$ cat src/rtl/rep_add_mult.sv
// Sequential multiplier: product = A * C built by repeated addition of A, C cycles.
// Define REP_ADD_MULT_SWAP_MIN_EN to iterate over the smaller operand (shorter latency).
module rep_add_mult #(
    parameter int WIDTH = 8
) (
    input  logic               clk,
    input  logic               rst,
    input  logic               start,
    input  logic [WIDTH-1:0]   a_in,
    input  logic [WIDTH-1:0]   b_in,
    output logic [2*WIDTH-1:0] product,
    output logic               busy,
    output logic               done
);

    typedef enum logic [1:0] {
        IDLE = 2'd0,
        ADD  = 2'd1,
        DONE = 2'd2
    } state_t;

    state_t           state;
    state_t           state_next;
    logic [WIDTH-1:0] a_reg;
    logic [WIDTH-1:0] c_reg;
    logic [WIDTH-1:0] a_sel;
    logic [WIDTH-1:0] c_sel;
    logic             load;

    // Operand selection applied on the accepted start edge.
`ifdef REP_ADD_MULT_SWAP_MIN_EN
    always_comb begin
        if (a_in >= b_in) begin
            a_sel = a_in;
            c_sel = b_in;
        end else begin
            a_sel = b_in;
            c_sel = a_in;
        end
    end
`else
    always_comb begin
        a_sel = a_in;
        c_sel = b_in;
    end
`endif

    always_ff @(posedge clk) begin
        // NOTE: sequential state uses non-blocking assignments so every register
        // samples pre-edge values regardless of statement order.
        if (rst) begin
            state <= IDLE;
        end else begin
            state <= state_next;
        end
    end

    always_comb begin
        // NOTE: every signal assigned here gets a default first, so no path can
        // leave it unassigned and infer a latch.
        state_next = state;
        load       = 1'b0;
        busy       = 1'b0;
        done       = 1'b0;
        unique case (state)
            IDLE: begin
                if (start) begin
                    load       = 1'b1;
                    state_next = (c_sel == '0) ? DONE : ADD;
                end
            end
            ADD: begin
                busy = 1'b1;
                if (c_reg == WIDTH'(1)) begin
                    state_next = DONE;
                end
            end
            DONE: begin
                busy       = 1'b1;
                done       = 1'b1;
                state_next = IDLE;
            end
            default: begin
                state_next = IDLE;
            end
        endcase
    end

    // Datapath: load and clear on accept, accumulate while in ADD, hold otherwise.
    always_ff @(posedge clk) begin
        if (rst) begin
            a_reg   <= '0;
            c_reg   <= '0;
            product <= '0;
        end else if (load) begin
            a_reg   <= a_sel;
            c_reg   <= c_sel;
            product <= '0;
        end else if (state == ADD) begin
            product <= product + {{WIDTH{1'b0}}, a_reg};
            c_reg   <= c_reg - WIDTH'(1);
        end
    end

endmodule

$ cat config.mk
export PLATFORM = sky130hd
export DESIGN_NAME = rep_add_mult
export DESIGN_NICKNAME = d
export VERILOG_FILES = /design/src/rtl/rep_add_mult.sv
export SDC_FILE = /design/constraint.sdc
export NUM_CORES = 1
export LEC_CHECK = 0
export ABC_AREA = 1
export CAP_MARGIN = 20
export CORE_AREA = 2 2 81 83
export DETAILED_ROUTE_END_ITERATION = 12
export DIE_AREA = 0 0 83 85
export PLACE_DENSITY = 0.53
export SYNTH_ARGS = -nofsm -noshare
export SYNTH_HDL_FRONTEND = slang
export SYNTH_SLANG_ARGS = --single-unit
$ cat constraint.sdc
create_clock -name clk -period 4.85 [get_ports clk]
set_clock_uncertainty 0.15 [all_clocks]
set_input_delay 0.485 -clock clk [delete_from_list [all_inputs] [get_ports clk]]
set_output_delay 0.485 -clock clk [all_outputs]
set_load 0.03 [all_outputs]
* Word level (Yosys, flattened, before mapping)
Index checks and enable logic that the tools add are counted.
Word-level totals: output and inout bits 18, bits in registers 34
Cells by class: add/sub/neg operators 2, reductions and logical operators 6, mux-type cells 10, equality and inequality tests 5
Operators with widths (count):
- 16-bit by 8-bit adder with 16-bit output | 1
- 8-bit 2-to-1 mux | 2
- 8-bit by 1-bit equality test with 1-bit output, second input constant | 1
- 8-bit logical NOT | 1
- 8-bit by 1-bit subtractor with 8-bit output, second input constant | 1
- 2-bit 2-to-1 mux | 3
- 1-bit 2-to-1 mux | 4
- 2-bit inequality test, second input constant | 2
- 2-bit case mux with 2 select lines | 1
- 2-bit OR reduction | 2
- 2-bit by 1-bit equality test with 1-bit output, second input constant | 1
- 2-bit equality test, second input constant | 1
- 2-bit logical NOT | 1
- 2-bit AND reduction | 1
- 2-bit nonzero test | 1

* Depth between registers and ports, before layout
depth after elaboration 4, depth in mapped cells 10, mapped depth without buffers 10

* Worst setup path before layout
Ideal clock, no wire load.
path kind reg-to-reg, start point register product[0], end point register product[6], buffers on the path 0, slack 2.976 ns, required time 4.591 ns, period minus slack after synthesis 1.874 ns, library setup time 0.109 ns, arrival 1.616 ns, cell stages (with the launch flop) 10, cell sequence dfxtp_1 > ha_1 > fa_1 > nand2_2 > nand2_2 > nand3_4 > a21oi_1 > nand3b_1 > nand2_1 > inv_1
On the way: longest elaborated chain between the ends 1
RTL lines:
- start: declaration | RTL line 11 | output logic [2*WIDTH-1:0] product,
- start signal: assignment | RTL line 100 | product <= product + {{WIDTH{1'b0}}, a_reg};
- 16-bit by 8-bit adder with 16-bit output | RTL line 100
Every way passes these cells. A chain may end at the register's enable or synchronous reset.

* Worst setup path after layout
start point register state[0], end point output busy
On the way: longest elaborated chain between the ends 3
RTL lines:
- start: declaration | RTL line 22 | state_t state;
- start signal: assignment | RTL line 54 | state <= state_next;
- 2-bit by 1-bit equality test with 1-bit output / 2-bit equality test (equally long branches) | RTL line 65 | unique case (state)
- 2-bit OR reduction (no line) (*)
- 1-bit 2-to-1 mux (*) | RTL line 65
- end: declaration | RTL line 12 | output logic busy,
Every way passes the cells marked *; elsewhere a longest branch is shown, timed or not.

==> flow_summary.yaml <==
die:
  dieArea_um2: 7060
  die_x_um: 83
  coreArea_um2: 6200
  io_pins: 37
  fp.dieH_um: 85
  start_util: 0.352
  num_rows: 29
global_route:
  track_usage: 0.151
  grt_antenna_before_repair: 0
  grt_max_degree: 23
  grt_pass1_wl_mm: 8.77
  first_global_vias: 1911
  gr-total-overflow: 0
setup_path:
  worstPathRequired_ps: 4220
  worstPathMaxFanout: 3
  crit_arrival_ps: 1660
  startpoint_type: "register"
  r2r_slack_ps: 2580
  path_class: "register to output pin"
  end_kind: "output pin"
route:
  ant_nets: 0
  wl_per_cell_um: 11.7
  drt_wl_total_mm: 5.19
  top_layer: "met4"
  drt-met1-wl_mm: 2.53
  wl_met2_mm: 2.46
  drc_errors: 0
  vias_per_cell: 4.68
  met3WireLength_um: 151
  dr.pass1.iters: 4
  initialDrtViolationCount: 70
  vias: 2080
clock_network:
  cts_hold_buf: 0
  postCtsSetupRepairBufs: 0
  cts-root-buf: "clkbuf_8"
  htreeDepth: 2
  clkTransAtPathRegs_ps: 80
  cts_tree: "done"
  clock_path_buffers: 2
  cts_resized: 0
  worstSkewPairLatency_ps: 290
  cts_made_buffers: 5
  cts_sinks: 34
logic_synthesis:
  synth_largest_area_cell: "dfxtp_1"
  synth_area_um2: 2180
  syn-num-nets: 364
  synth_top_area_share: 0.312
  synth_cell_types: 32
  ys_warn_count: 0
  yosys-top-cells-area: "dfxtp_1 (31%), nand2_1 (14%), inv_1 (8.6%), nor2_1 (8.6%), ha_1 (7.5%)"
  netlist_instances: 331
  ys_ff_latch: 34
  avgSynthCellArea_um2: 6.59
  yosysSeqAreaShare: 0.312
placed_design:
  placed_area_um2: 2590
  port_buffers: 36
  hpwlAfterDp_mm: 3.97
  place.gp.congestion: 0.825
sta:
  finalHoldViolCount: 0
  worstMarginPinSlew_ps: 827
  post-route-period-util: 0.472
  finalCriticalPeriod_ps: 2290
  finalMaxSlewViolations: 0
  grt_setup_unrepaired: "no"
  maxSlewHeadroom: 0.449
  setup_violations: 0
  tns_ps: 0
  hold_ws_ps: 348
  fmax_ghz: 0.437
flow_run:
  maxCapViolCount: 0
final_layout:
  syn2layout_area_growth_pct: 23.0
  antenna_cells: 0
  layout-drive-gt1-share: 0.0627
  fin_area_um2: 2680
  utilization: 0.433
  final_net_count: 399
  largest_reg_flops: 16
status:
  outcome: "finished, final reports clean"
power:
  power_leakage_nw: 1.24
  p_per_area_nw_per_um2: 297
  vdd_ir_drop_max_mv: 0.183
worst_hold_path:
  hp-class: "register to register"
final timing paths:
| path | depth (start not counted) | endpoint | from |
|---|---|---|---|
| max | 3 | busy | state[0] |
| min | 2 | state[0] | state[0] |
| max reg2reg | 7 | product[15] | state[1] |
| min reg2reg | 2 | state[0] | state[0] |
area by class of cell:
| class | count | area, µm² |
|---|---|---|
| fill | 690 | 3520 |
| tap | 77 | 96.3 |
| timing repair buffer | 36 | 360 |
| inverter | 52 | 195 |
| multi-input combinational | 237 | 1260 |
| clock buffer | 7 | 86.3 |
| clock inverter | 1 | 5.00 |
| sequential | 34 | 681 |
cell usage after synthesis (all sizes together):
master  count
nor4        2
a31oi       4
dfxtp      34
a21oi      19
nand4       5
xor2        6
a22oi       1
nor3        1
clkbuf      1
nand3b      2
o22ai       4
ha         13
xnor2       2
nor2       53
nand2      84
inv        52
buf         7
o21ai      16
fa          1
nand3      24
metal layers:
metal  up-vias  global-route usage
met5         -                   0
met1       920               0.192
met3         5              0.0263
met2        35               0.263
li1       1120                   -
met4         0              0.0447
cells in the final DEF, fill, tap and decap left out:
cell,n
nand4_1,5
xor2_1,6
nand3_2,5
nand2_4,1
a21oi_1,18
fa_1,1
a31oi_1,4
nor2_1,50
o21ai_1,1
nand3b_1,2
clkbuf_8,6
a21oi_4,1
nor4_1,2
nand2_1,80
nor2_2,2
nand3_1,18
o21ai_0,15
o22ai_1,4
nand2_2,3
inv_1,50
ha_1,13
nor2_4,1
inv_2,2
nor3_1,1
clkdlybuf4s50_1,36
dfxtp_1,34
xnor2_1,2
clkbuf_1,1
nand3_4,1
a22oi_1,1
clkinv_2,1
through the flow:
stage / power (W) / worst slack [ps] / cells
global placement: 0.000583 / 2590 / 436
floorplan: 0.000514 / 2980 / 331
CTS: 0.000807 / 2550 / 444
finish: 0.000798 / 2560 / 444
global route: 0.000852 / 2290 / 444
detailed placement: 0.000582 / 2550 / 436
worst max-delay path, cell delays in order, from the launching register on:
cell	delay (ps)
dfxtp_1	370
inv_1	70
ha_1	270
clkdlybuf4s50_1	660
report_power, final:
| part | total, W | leakage [nW] | internal, W | switching, W |
|---|---|---|---|---|
| clock network | 0.000223 | 0.0482 | 0.000115 | 0.000108 |
| registers | 0.000324 | 0.278 | 0.000305 | 0.0000184 |
| logic | 0.000252 | 0.913 | 0.0000968 | 0.000155 |
| total | 0.000798 | 1.24 | 0.000517 | 0.000282 |
logic make-up (layout without fill, tap and decap cells):
kind of cell | Yosys count | after routing | share of synthesized area
AOI/OAI and AO/OA | 44 | 44 | 0.112
xor gates and xnor gates | 8 | 8 | 0.0321
adders and majority gates | 14 | 14 | 0.0837
buffers and inverters | 60 | 96 | 0.111
DFF | 34 | 34 | 0.312
and+or+nand+nor | 171 | 171 | 0.350
Note: power is estimated with default switching activity, not from simulation.
